### config.mk
export PLATFORM = sky130hd
export DESIGN_NAME = block_ram_arbiter_flat
export DESIGN_NICKNAME = d
export VERILOG_FILES = /design/src/rtl/block_ram_arbiter_if.sv /design/src/rtl/block_ram_arbiter.sv /design/src/flat_wrapper.sv
export SDC_FILE = /design/constraint.sdc
export NUM_CORES = 1
export LEC_CHECK = 0
export CAP_MARGIN = 20
export CORE_MARGIN = 2
export CORE_UTILIZATION = 41
export DETAILED_ROUTE_END_ITERATION = 7
export PLACE_DENSITY = 0.91
export SETUP_SLACK_MARGIN = 0.02
export SYNTH_ARGS = -nofsm -noshare
export SYNTH_HDL_FRONTEND = slang
export SYNTH_SLANG_ARGS = --single-unit
### constraint.sdc
create_clock -name clk -period 1.9 [get_ports clk]
set_input_delay 0.38 -clock clk [delete_from_list [all_inputs] [get_ports clk]]
set_output_delay 0.38 -clock clk [all_outputs]
set_load 0.02 [all_outputs]
### src/rtl/block_ram_arbiter_if.sv
// Host and capture requester bundle for the block RAM arbiter.
// The arbiter connects through the slave modport and requesters through the master modport.
interface block_ram_arbiter_if #(
  parameter int unsigned RAM_ADDR_BITS = 13,
  parameter int unsigned RAM_WIDTH     = 8
);
  logic                     h_req;
  logic                     h_we;
  logic [RAM_ADDR_BITS-1:0] h_addr;
  logic [RAM_WIDTH-1:0]     h_wdata;
  logic                     h_lock;
  logic                     h_ack;
  logic                     h_rvalid;
  logic [RAM_WIDTH-1:0]     h_rdata;

  logic                     c_req;
  logic                     c_we;
  logic [RAM_ADDR_BITS-1:0] c_addr;
  logic [RAM_WIDTH-1:0]     c_wdata;
  logic                     c_ack;
  logic                     c_rvalid;
  logic [RAM_WIDTH-1:0]     c_rdata;

  modport master (
    output h_req, h_we, h_addr, h_wdata, h_lock,
    input  h_ack, h_rvalid, h_rdata,
    output c_req, c_we, c_addr, c_wdata,
    input  c_ack, c_rvalid, c_rdata
  );

  modport slave (
    input  h_req, h_we, h_addr, h_wdata, h_lock,
    output h_ack, h_rvalid, h_rdata,
    input  c_req, c_we, c_addr, c_wdata,
    output c_ack, c_rvalid, c_rdata
  );
endinterface

### src/rtl/block_ram_arbiter.sv
// Two-port (host/capture) round-robin arbiter onto a single-port block RAM.
// One access per three cycles: IDLE samples, ISSUE strobes the RAM, WAIT collects read data.
module block_ram_arbiter #(
  parameter int unsigned RAM_ADDR_BITS = 13,
  parameter int unsigned RAM_WIDTH     = 8
) (
  input  logic                     clk,
  input  logic                     rst_sync,
  block_ram_arbiter_if.slave       bus,
  output logic                     ram_write_enable,
  output logic                     ram_read_enable,
  output logic [RAM_ADDR_BITS-1:0] ram_address,
  output logic [RAM_WIDTH-1:0]     ram_write_data,
  input  logic [RAM_WIDTH-1:0]     ram_read_data,
  output logic                     busy
);

  typedef enum logic [1:0] {
    S_IDLE  = 2'd0,
    S_ISSUE = 2'd1,
    S_WAIT  = 2'd2
  } state_t;

  state_t                   state_q, state_d;
  logic                     win_cap_q, win_cap_d;    // current winner is capture
  logic                     win_we_q, win_we_d;
  logic                     last_cap_q, last_cap_d;  // capture was granted last
  logic                     wr_en_q, wr_en_d;
  logic                     rd_en_q, rd_en_d;
  logic [RAM_ADDR_BITS-1:0] addr_q, addr_d;
  logic [RAM_WIDTH-1:0]     wdata_q, wdata_d;
  logic                     h_ack_q, h_ack_d;
  logic                     c_ack_q, c_ack_d;
  logic                     h_rvalid_q, h_rvalid_d;
  logic                     c_rvalid_q, c_rvalid_d;
  logic [RAM_WIDTH-1:0]     h_rdata_q, h_rdata_d;
  logic [RAM_WIDTH-1:0]     c_rdata_q, c_rdata_d;
  logic                     busy_q, busy_d;
  logic                     pick_cap;

  // Next-state and next-output logic
  always_comb begin
    state_d    = state_q;
    win_cap_d  = win_cap_q;
    win_we_d   = win_we_q;
    last_cap_d = last_cap_q;
    wr_en_d    = 1'b0;
    rd_en_d    = 1'b0;
    addr_d     = addr_q;
    wdata_d    = wdata_q;
    h_ack_d    = 1'b0;
    c_ack_d    = 1'b0;
    h_rvalid_d = 1'b0;
    c_rvalid_d = 1'b0;
    h_rdata_d  = h_rdata_q;
    c_rdata_d  = c_rdata_q;
    pick_cap   = 1'b0;

    case (state_q)
      S_IDLE: begin
        if (bus.h_req || bus.c_req) begin
          // Tie goes to the port not granted last unless the host holds lock
          if (bus.h_req && bus.c_req) pick_cap = !bus.h_lock && !last_cap_q;
          else                        pick_cap = bus.c_req;
          state_d    = S_ISSUE;
          win_cap_d  = pick_cap;
          last_cap_d = pick_cap;
          win_we_d   = pick_cap ? bus.c_we : bus.h_we;
          addr_d     = pick_cap ? bus.c_addr : bus.h_addr;
          wdata_d    = pick_cap ? bus.c_wdata : bus.h_wdata;
          wr_en_d    = pick_cap ? bus.c_we : bus.h_we;
          rd_en_d    = pick_cap ? !bus.c_we : !bus.h_we;
          h_ack_d    = !pick_cap;
          c_ack_d    = pick_cap;
        end
      end
      S_ISSUE: state_d = S_WAIT;
      S_WAIT: begin
        state_d = S_IDLE;
        if (!win_we_q) begin
          if (win_cap_q) begin
            c_rdata_d  = ram_read_data;
            c_rvalid_d = 1'b1;
          end else begin
            h_rdata_d  = ram_read_data;
            h_rvalid_d = 1'b1;
          end
        end
      end
      default: state_d = S_IDLE;
    endcase

    busy_d = (state_d != S_IDLE);
  end

  // State and output registers
  always_ff @(posedge clk) begin
    if (rst_sync) begin
      state_q    <= S_IDLE;
      win_cap_q  <= 1'b0;
      win_we_q   <= 1'b0;
      last_cap_q <= 1'b1;
      wr_en_q    <= 1'b0;
      rd_en_q    <= 1'b0;
      addr_q     <= '0;
      wdata_q    <= '0;
      h_ack_q    <= 1'b0;
      c_ack_q    <= 1'b0;
      h_rvalid_q <= 1'b0;
      c_rvalid_q <= 1'b0;
      h_rdata_q  <= '0;
      c_rdata_q  <= '0;
      busy_q     <= 1'b0;
    end else begin
      state_q    <= state_d;
      win_cap_q  <= win_cap_d;
      win_we_q   <= win_we_d;
      last_cap_q <= last_cap_d;
      wr_en_q    <= wr_en_d;
      rd_en_q    <= rd_en_d;
      addr_q     <= addr_d;
      wdata_q    <= wdata_d;
      h_ack_q    <= h_ack_d;
      c_ack_q    <= c_ack_d;
      h_rvalid_q <= h_rvalid_d;
      c_rvalid_q <= c_rvalid_d;
      h_rdata_q  <= h_rdata_d;
      c_rdata_q  <= c_rdata_d;
      busy_q     <= busy_d;
    end
  end

  assign ram_write_enable = wr_en_q;
  assign ram_read_enable  = rd_en_q;
  assign ram_address      = addr_q;
  assign ram_write_data   = wdata_q;
  assign busy             = busy_q;
  assign bus.h_ack        = h_ack_q;
  assign bus.c_ack        = c_ack_q;
  assign bus.h_rvalid     = h_rvalid_q;
  assign bus.c_rvalid     = c_rvalid_q;
  assign bus.h_rdata      = h_rdata_q;
  assign bus.c_rdata      = c_rdata_q;

endmodule
### src/flat_wrapper.sv
// flat-port wrapper written by rule: the top's interface ports become plain ports
module block_ram_arbiter_flat 
#(
  parameter int unsigned RAM_ADDR_BITS = 13,
  parameter int unsigned RAM_WIDTH     = 8
)
  (clk, rst_sync, ram_write_enable, ram_read_enable, ram_address, ram_write_data, ram_read_data, busy, bus_h_req, bus_h_we, bus_h_addr, bus_h_wdata, bus_h_lock, bus_h_ack, bus_h_rvalid, bus_h_rdata, bus_c_req, bus_c_we, bus_c_addr, bus_c_wdata, bus_c_ack, bus_c_rvalid, bus_c_rdata);
  block_ram_arbiter_if #(.RAM_ADDR_BITS(RAM_ADDR_BITS), .RAM_WIDTH(RAM_WIDTH)) bus_i ();
  input  logic clk;
  input  logic rst_sync;
  output logic ram_write_enable;
  output logic ram_read_enable;
  output logic [RAM_ADDR_BITS-1:0] ram_address;
  output logic [RAM_WIDTH-1:0] ram_write_data;
  input  logic [RAM_WIDTH-1:0] ram_read_data;
  output logic busy;
  input wire logic [$bits(bus_i.h_req)-1:0] bus_h_req;
  input wire logic [$bits(bus_i.h_we)-1:0] bus_h_we;
  input wire logic [$bits(bus_i.h_addr)-1:0] bus_h_addr;
  input wire logic [$bits(bus_i.h_wdata)-1:0] bus_h_wdata;
  input wire logic [$bits(bus_i.h_lock)-1:0] bus_h_lock;
  output wire logic [$bits(bus_i.h_ack)-1:0] bus_h_ack;
  output wire logic [$bits(bus_i.h_rvalid)-1:0] bus_h_rvalid;
  output wire logic [$bits(bus_i.h_rdata)-1:0] bus_h_rdata;
  input wire logic [$bits(bus_i.c_req)-1:0] bus_c_req;
  input wire logic [$bits(bus_i.c_we)-1:0] bus_c_we;
  input wire logic [$bits(bus_i.c_addr)-1:0] bus_c_addr;
  input wire logic [$bits(bus_i.c_wdata)-1:0] bus_c_wdata;
  output wire logic [$bits(bus_i.c_ack)-1:0] bus_c_ack;
  output wire logic [$bits(bus_i.c_rvalid)-1:0] bus_c_rvalid;
  output wire logic [$bits(bus_i.c_rdata)-1:0] bus_c_rdata;
  assign bus_i.h_req = bus_h_req;
  assign bus_i.h_we = bus_h_we;
  assign bus_i.h_addr = bus_h_addr;
  assign bus_i.h_wdata = bus_h_wdata;
  assign bus_i.h_lock = bus_h_lock;
  assign bus_h_ack = bus_i.h_ack;
  assign bus_h_rvalid = bus_i.h_rvalid;
  assign bus_h_rdata = bus_i.h_rdata;
  assign bus_i.c_req = bus_c_req;
  assign bus_i.c_we = bus_c_we;
  assign bus_i.c_addr = bus_c_addr;
  assign bus_i.c_wdata = bus_c_wdata;
  assign bus_c_ack = bus_i.c_ack;
  assign bus_c_rvalid = bus_i.c_rvalid;
  assign bus_c_rdata = bus_i.c_rdata;
  block_ram_arbiter #(.RAM_ADDR_BITS(RAM_ADDR_BITS), .RAM_WIDTH(RAM_WIDTH)) u_core (.clk(clk), .rst_sync(rst_sync), .bus(bus_i), .ram_write_enable(ram_write_enable), .ram_read_enable(ram_read_enable), .ram_address(ram_address), .ram_write_data(ram_write_data), .ram_read_data(ram_read_data), .busy(busy));
endmodule
Word-level counts from Yosys, hierarchy flattened. Index checks and enable logic that the tools add are counted.

Bitwise gates (word level): 5. Equality and inequality tests: 2. Shift operators: 0. Multiply operators: 0. Magnitude comparators: 0. Add/subtract/negate cells: 0. Reduce and logical (&&, ||, !) cells: 15. Muxes and demuxes: 11. Divide/modulo/power cells: 0.

Operators by type and width (number): 13-bit 2-to-1 mux (1); 8-bit 2-to-1 mux (1); 1-bit 2-to-1 mux (7); 3-bit AND reduction (2); 3-bit OR reduction (2); 1-bit logical NOT (5); 1-bit inverter (5); 2-bit one-hot mux with 2 select lines (1); 2-bit by 1-bit equality test with 1-bit output (second input constant) (1); 2-bit equality test (second input constant) (1); 1-bit logical AND (2); 2-bit logical NOT (1); 2-bit 2-to-1 mux (1); 2-bit AND reduction (1); 2-bit nonzero test (1); 1-bit logical OR (1).

Input port bits: 57. Bits in registers: 49. ROM bits: 0. Memories kept: 0. Word-level logic and storage cells: 48. Output and inout bits: 44. Memory bits (writable): 0. Bits in latches: 0.

Longest topological paths before layout. Gate-level depths: netlist (run 1).

Depth in word-level cells: 6. Mapped depth: 6.

Worst setup path after synthesis (run 1). No wires, ideal clock.

Path kind: register -> register. Start point: register u_core.win_cap_q. End point: register u_core.h_rdata_q[0] (netlist: u_core.bus.h_rdata[0]). Cell stages (with the launch flop): 5. Slack: 0.519 ns. Period minus slack after synthesis: 1.381 ns. Path buffers: 1. Arrival: 1.247 ns. Path through: dfxtp_1 -> or4b_2 -> buf_2 -> nand2_1 -> a21oi_1.

Longest elaborated chain between the ends: 2.

Ends and longest elaborated chain: start, declared (RTL line block_ram_arbiter.sv:25) `logic win_cap_q, win_cap_d;`; start signal, assigned (RTL line block_ram_arbiter.sv:116) `win_cap_q <= win_cap_d;`; 1-bit inverter (no source line); 3-bit AND reduction (no source line); end signal, assigned (RTL line block_ram_arbiter.sv:127) `h_rdata_q <= h_rdata_d;`; end, declared (RTL line block_ram_arbiter.sv:36) `logic [RAM_WIDTH-1:0] h_rdata_q, h_rdata_d;`.

No other way between the ends. A chain may end at the register's enable or synchronous reset.

Final worst setup path (run 1).
Start point: register u_core.addr_q[5] (netlist: u_core.ram_address[5]). End point: output ram_address[5].

RTL lines: start, declared (RTL line block_ram_arbiter.sv:30) `logic [RAM_ADDR_BITS-1:0] addr_q, addr_d;`; start signal, assigned (RTL line block_ram_arbiter.sv:121) `addr_q <= addr_d;`; end, declared (RTL line flat_wrapper.sv:13) `output logic [RAM_ADDR_BITS-1:0] ram_address;`.

No word-level cell between the ends.

==> impl_results.md, run 1 <==
* Family with the most delay on the worst path: buffers and inverters
* Vert. Die Dim at 76.5 um
* CTS tree: yes
* # rows at 26
* Largest family of logic cells by synthesized area: compound AO/OA/AOI/OAI gates
* Placed cells at 402
* # DRC at 0
* Worst-path clk slew at around 0.090 ns
* Share of cells above drive strength 1 at 14.4%
* Synthesized instance count at ~240
* Seq/Total Area, Yosys at 45.6%
* Post-Synth Simple-Gate Area at 16.3%
* Fin. Hold Viols at 0
* Crit-path cells: clkdlybuf4s50_1
* DR vias at approximately 2200
* Syn Nets at between 200 and 300
* Period Utilization, post-route at 87.6%
* Unrepaired setup endpoints after global routing: no
* Avg Cell Area, Syn at 8.93 um2
* Peak supply drop at 0.423 mV
* Slowest stage delay, CP at 0.64 ns
* CTS Buf Count at 5
* Final Skew at 0.00720 ns
* Leak at 1.16 nW
* # setup viols final at 0
* First-pass GRT wire length at ~10 mm
* Min Tclk post-route at 1.66 ns
* HPWL Detailed at 4.65 mm
* GP Congestion at 0.771
* Post-synth top flop: dfxtp_1
* Post-synth cell types at 30
* Initial antenna violation count at 0
* Root buf cell: clkbuf_8
* Design Power at ~2.5 mW
* Max Slew Vio Count at 0
* Critical Path AT at 1.28 ns
* DP Worst Slack at -0.0243 ns
* CTS Hold Buffers Added at 0
* Max_slew headroom at 67.7%
* Most common cell after layout, fill and taps aside: clkdlybuf4s50_1
* WHS at between 0.4 and 0.5 ns
* Clock Sinks at 49
* DR iter-0 viols at 107
* GRT Overall Usage at between 20% and 30%
* DIE WIDTH at between 70 and 80 um
* Main area contributors after synthesis: dfxtp_1 46%, a311oi_2 13%, a21oi_1 9.3%
* Vias/cell at about 5.4
* Leading area contributor after synthesis: dfxtp_1
* Largest net degree at the start of global routing at 28
* Max clock buf depth at 2
* DR WL/cell at between 15 and 20 um
* Crit path kind: reg -> out
* Inserted Diodes at 0
* Post-synth EDFFs at 0
* # port buffers at 100
* Buffers & Inverters on Critical Path at 1
* Worst setup EP type: output pin
* Async set or reset register ratio after synthesis at 0%
* Final non-filler cell total at 410
* Initial core utilization at 42.4%
* Layout Nets at 396
* Antenna viol nets, final at 0
* Slack of the worst reg-to-reg path at 0.38 ns
* Fraction of the mapped netlist area in adder cells at 0%
* Most frequent cells in the layout: 99 x clkdlybuf4s50_1, 49 x dfxtp_1, 40 x a21oi_1, 35 x nand2_1
* Compound-Gate Fraction of Synth Area at 31.1%
* Xor/xnor share of the synthesized area at 0%
* # H-tree levels at 2
* Yosys warning count at 0
* MaxCap Viol Count at 0
* Top achievable clock speed at 0.601 GHz
* Crit path max-delay cell type: clkdlybuf4s50_1
* Pwr dens at approximately 740 nW/um2
* Clk_lat worst skew at 0.31 ns
* Crit start category: flop
* CP max FO at 2
* Core Area at 5070 um2
* Detailed Routing Iterations Pass 1 at 4
* Number of synthesized register bits at 49
* Post-synth top area share at 45.6%
* Postcts setup bufs at 0
* Proportion of synthesized area in mux cells at 0%
* CP Data Required Time at 1.52 ns
* Grt total ovfl at 0
* Worst-Margin Slew at 0.484 ns
* Synth Cell Area at 2150 um2
* Worst min-delay path class: reg -> reg
* Layout Area Growth over Synthesis at 55.5%
* Routed wire length at 6.32 mm
* PnR worst setup slack at 0.235 ns
* Status: finished clean
* Post-CTS Resized at 0
* Ports at 101
* Number of global-route vias before repair at between 2000 and 2500
* Die Outline Area at 5850 um2
[path summary, 6_finish.rpt]
check	depth (start not counted)	from	to
setup / recovery	1	u_core.ram_address[5]$_SDFFE_PP0P_	ram_address[5]
hold / removal	2	u_core.bus.h_rdata[3]$_SDFFE_PP0P_	u_core.bus.h_rdata[3]$_SDFFE_PP0P_
setup reg to reg	3	u_core.state_q[1]$_SDFF_PP0_	u_core.bus.h_rdata[5]$_SDFFE_PP0P_
hold reg to reg	2	u_core.bus.h_rdata[3]$_SDFFE_PP0P_	u_core.bus.h_rdata[3]$_SDFFE_PP0P_
[sequential cells by signal, summed over array words and instances, names as in the netlist]
name                     cells
u_core.bus.h_rdata           8
u_core.win_cap_q             1
u_core.last_cap_q            1
u_core.ram_write_enable      1
u_core.win_we_q              1
u_core.bus.c_rvalid          1
u_core.bus.h_rvalid          1
u_core.busy                  1
u_core.bus.c_rdata           8
u_core.bus.h_ack             1
u_core.ram_read_enable       1
u_core.state_q               2
u_core.ram_write_data        8
u_core.ram_address          13
u_core.bus.c_ack             1
[cell usage after synthesis, types with 3 or more instances]
library cell,instances
nand2_1,35
buf_2,4
buf_6,4
a21oi_1,40
dfxtp_1,49
a311oi_2,18
nand3_1,22
clkbuf_1,16
inv_1,5
nor2_1,5
o21ai_0,22
a311oi_1,3
[routing by layer]
layer  GRT usage (%)  vias to the layer above  share of wire (%)
li1                -                     1060                  -
met1            24.6                     1030                 39
met2            39.4                       90                 52
met3            3.32                       19                6.0
met4            10.4                        0                3.2
met5               0                        -                  0
[cell families (layout without fill, tap and decap cells)]
group | Yosys count | count (layout)
AND/OR/NAND/NOR | 72 | 72
flip-flops | 49 | 49
AO/OA/AOI/OAI | 90 | 90
buffers and inverters | 30 | 129
[report_power, final]
group          total (mW)  leakage, nW  switching [mW]  internal, mW
Combinational       0.692        0.720           0.333         0.359
Clock               0.620       0.0374           0.360         0.260
Sequential           1.15        0.403          0.0471          1.10
[final cells by class]
class / count / area, um2
Timing Repair Buffer: 116 / 1150
Clock inverter: 2 / 15.0
Clock buffer: 6 / 72.6
Tap cell: 70 / 87.6
Sequential cell: 49 / 981
Fill cell: 426 / 1730
Multi-Input combinational cell: 162 / 1020
Inverter: 5 / 18.8
[stage by stage]
| stage | utilization (%) | setup TNS (ns) | area (um2) |
|---|---|---|---|
| after floorplan | - | 0 | 2150 |
| after global placement | 64.3 | 0 | 3260 |
| after detailed placement | 64.3 | -0.0243 | 3260 |
| after CTS | 66.0 | 0 | 3350 |
| after global routing | 66.0 | 0 | 3350 |
| final | 66.0 | 0 | 3350 |
Note: power is estimated with default switching activity, not from simulation.
==> run 2, diff against run 1 <==
CORE_ASPECT_RATIO = 1.5   (was not set)
==> run 2 against run 1 <==
Maximum frequency decreased by 0.22%. Clock skew decreased by 0.0028 ns. Die area increased by 0.20%. Hold slack got worse by 0.0060 ns. Critical endpoint is now ram_address[11]. Largest power group unchanged.
==> impl_results.md, run 2 (synthesis gave the netlist of run 1 again) <==
* Fin. Hold Viols at 0 (unchanged)
* Leak at 1.15 nW (was 1.16 nW)
* Ports at 101 (unchanged)
* DR iter-0 viols at 91 (was 107)
* Antenna viol nets, final at 0 (unchanged)
* Die Outline Area at 5860 um2 (was 5850 um2)
* Post-CTS Resized at 0 (unchanged)
* Postcts setup bufs at 0 (unchanged)
* Max Slew Vio Count at 0 (unchanged)
* Initial antenna violation count at 0 (unchanged)
* # DRC at 0 (unchanged)
* Max clock buf depth at 2 (unchanged)
* Vias/cell at 5.27 (was 5.36)
* CTS Hold Buffers Added at 0 (unchanged)
* Crit-path cells: clkdlybuf4s50_1 (unchanged)
* # H-tree levels at 2 (unchanged)
* Largest net degree at the start of global routing at 27 (was 28)
* # setup viols final at 0 (unchanged)
* Final Skew at 0.00437 ns (was 0.00720 ns)
* HPWL Detailed at 4.57 mm (was 4.65 mm)
* Layout Nets at 392 (was 396)
* Max FFs per register at 13 (unchanged)
* Buffers & Inverters on Critical Path at 1 (unchanged)
* Pwr dens at 730 nW/um2 (was 735 nW/um2)
* Design Power at 2.44 mW (was 2.46 mW)
* Slowest stage delay, CP at 0.62 ns (was 0.64 ns)
* Setup TNS at 0 ns (unchanged)
* # port buffers at 100 (unchanged)
* DIE WIDTH at 63.2 um (was 76.5 um)
* Worst min-delay path class: reg -> reg (unchanged)
* Grt total ovfl at 0 (unchanged)
* DR vias at 2131 (was 2199)
* Clk_lat worst skew at 0.30 ns (was 0.31 ns)
* Worst-Margin Slew at 0.535 ns (was 0.484 ns)
* DR WL/cell at 14.9 um (was 15.4 um)
* Filler Cells Inserted at 431 (was 426)
* Vert. Die Dim at 92.8 um (was 76.5 um)
* Crit start category: flop (unchanged)
* First-pass GRT wire length at 9.74 mm (was 10.2 mm)
* Worst-path clk slew at 0.09 ns (about the same)
* Status: finished clean (unchanged)
* # rows at 32 (was 26)
* CP Data Required Time at 1.52 ns (about the same)
* CTS Buf Count at 5 (unchanged)
* Layout Area Growth over Synthesis at 55.2% (was 55.5%)
* Crit path max-delay cell type: clkdlybuf4s50_1 (unchanged)
* GRT Overall Usage at 21.0% (was 21.6%)
* Critical Path AT at 1.29 ns (was 1.28 ns)
* Most frequent cells in the layout: 99 x clkdlybuf4s50_1, 49 x dfxtp_1, 40 x a21oi_1, 35 x nand2_1 (unchanged)
* Multi-input gate area at 1020 um2 (unchanged)
* Initial core utilization at 42.3% (was 42.4%)
* Clock Sinks at 49 (unchanged)
* Root buf cell: clkbuf_8 (unchanged)
* Worst setup EP type: output pin (unchanged)
* Inserted Diodes at 0 (unchanged)
* Crit path kind: reg -> out (unchanged)
* Min Tclk post-route at 1.67 ns (was 1.66 ns)
* Reg area at 981 um2 (unchanged)
* Most common cell after layout, fill and taps aside: clkdlybuf4s50_1 (unchanged)
* Detailed Routing Iterations Pass 1 at 4 (unchanged)
* Family with the most delay on the worst path: buffers and inverters (unchanged)
* Max_slew headroom at 64.4% (was 67.7%)
* Period Utilization, post-route at 87.8% (was 87.6%)
* CP max FO at 2 (unchanged)
* CTS tree: yes (unchanged)
* Number of global-route vias before repair at 2118 (was 2098)
* Peak supply drop at 0.352 mV (was 0.423 mV)
* Unrepaired setup endpoints after global routing: no (unchanged)
* MaxCap Viol Count at 0 (unchanged)
* Share of cells above drive strength 1 at 13.4% (was 14.4%)
* Routed wire length at 6.01 mm (was 6.32 mm)
* Top achievable clock speed at 0.599 GHz (was 0.601 GHz)
* Core Area at 5080 um2 (was 5070 um2)
* GP Congestion at 0.756 (was 0.771)
## run 2: changes by cell type in the layout (fill, tap and decap cells not counted)
cell and change:
buf_12 +2, buf_4 -6
## run 2: area by class of cell
class	count	share of cell area [%]
Timing Repair Buffer	112	34.4
Sequential cell	49	29.4
Clock buffer	6	2.17
Tap cell	68	2.55
Multi-Input combinational cell	162	30.6
Clock inverter	2	0.449
Inverter	5	0.562
## run 2: where the power goes
part,switching [mW],leakage [nW],internal [mW],total (mW)
clock network,0.340,0.0374,0.260,0.600
registers,0.0488,0.403,1.10,1.15
logic,0.329,0.710,0.358,0.686
total,0.718,1.15,1.72,2.44
## run 2: layer usage
layer	vias to the layer above	share of wire, %	global-route usage (%)
li1	1051	-	-
met1	972	38	21.8
met2	92	54	39.6
met3	16	5.5	4.37
met4	0	2.6	9.42
met5	-	0	0
## run 2: through the flow
step                      hold slack [ns]  util, %  area (um2)  setup slack, ns  std cells
after global placement              0.442     64.0        3250           0.0602        396
after floorplan                     0.478        -        2150            0.519        241
after detailed placement            0.446     64.0        3250          0.00265        396
after global routing                0.480     65.7        3340            0.193        404
final                               0.456     65.7        3340            0.232        404
after CTS                           0.458     65.7        3340            0.233        404
## run 2: path summary, 6_finish.rpt
path	from	cells past startpoint	endpoint	slack, ns
worst max-delay path	u_core.ram_address[11]$_SDFFE_PP0P_	1	ram_address[11]	0.23
worst min register to register	u_core.bus.h_rdata[0]$_SDFFE_PP0P_	2	u_core.bus.h_rdata[0]$_SDFFE_PP0P_	0.46
worst max register to register	u_core.state_q[1]$_SDFF_PP0_	3	u_core.bus.h_rdata[7]$_SDFFE_PP0P_	0.41
worst min-delay path	u_core.bus.h_rdata[0]$_SDFFE_PP0P_	2	u_core.bus.h_rdata[0]$_SDFFE_PP0P_	0.46
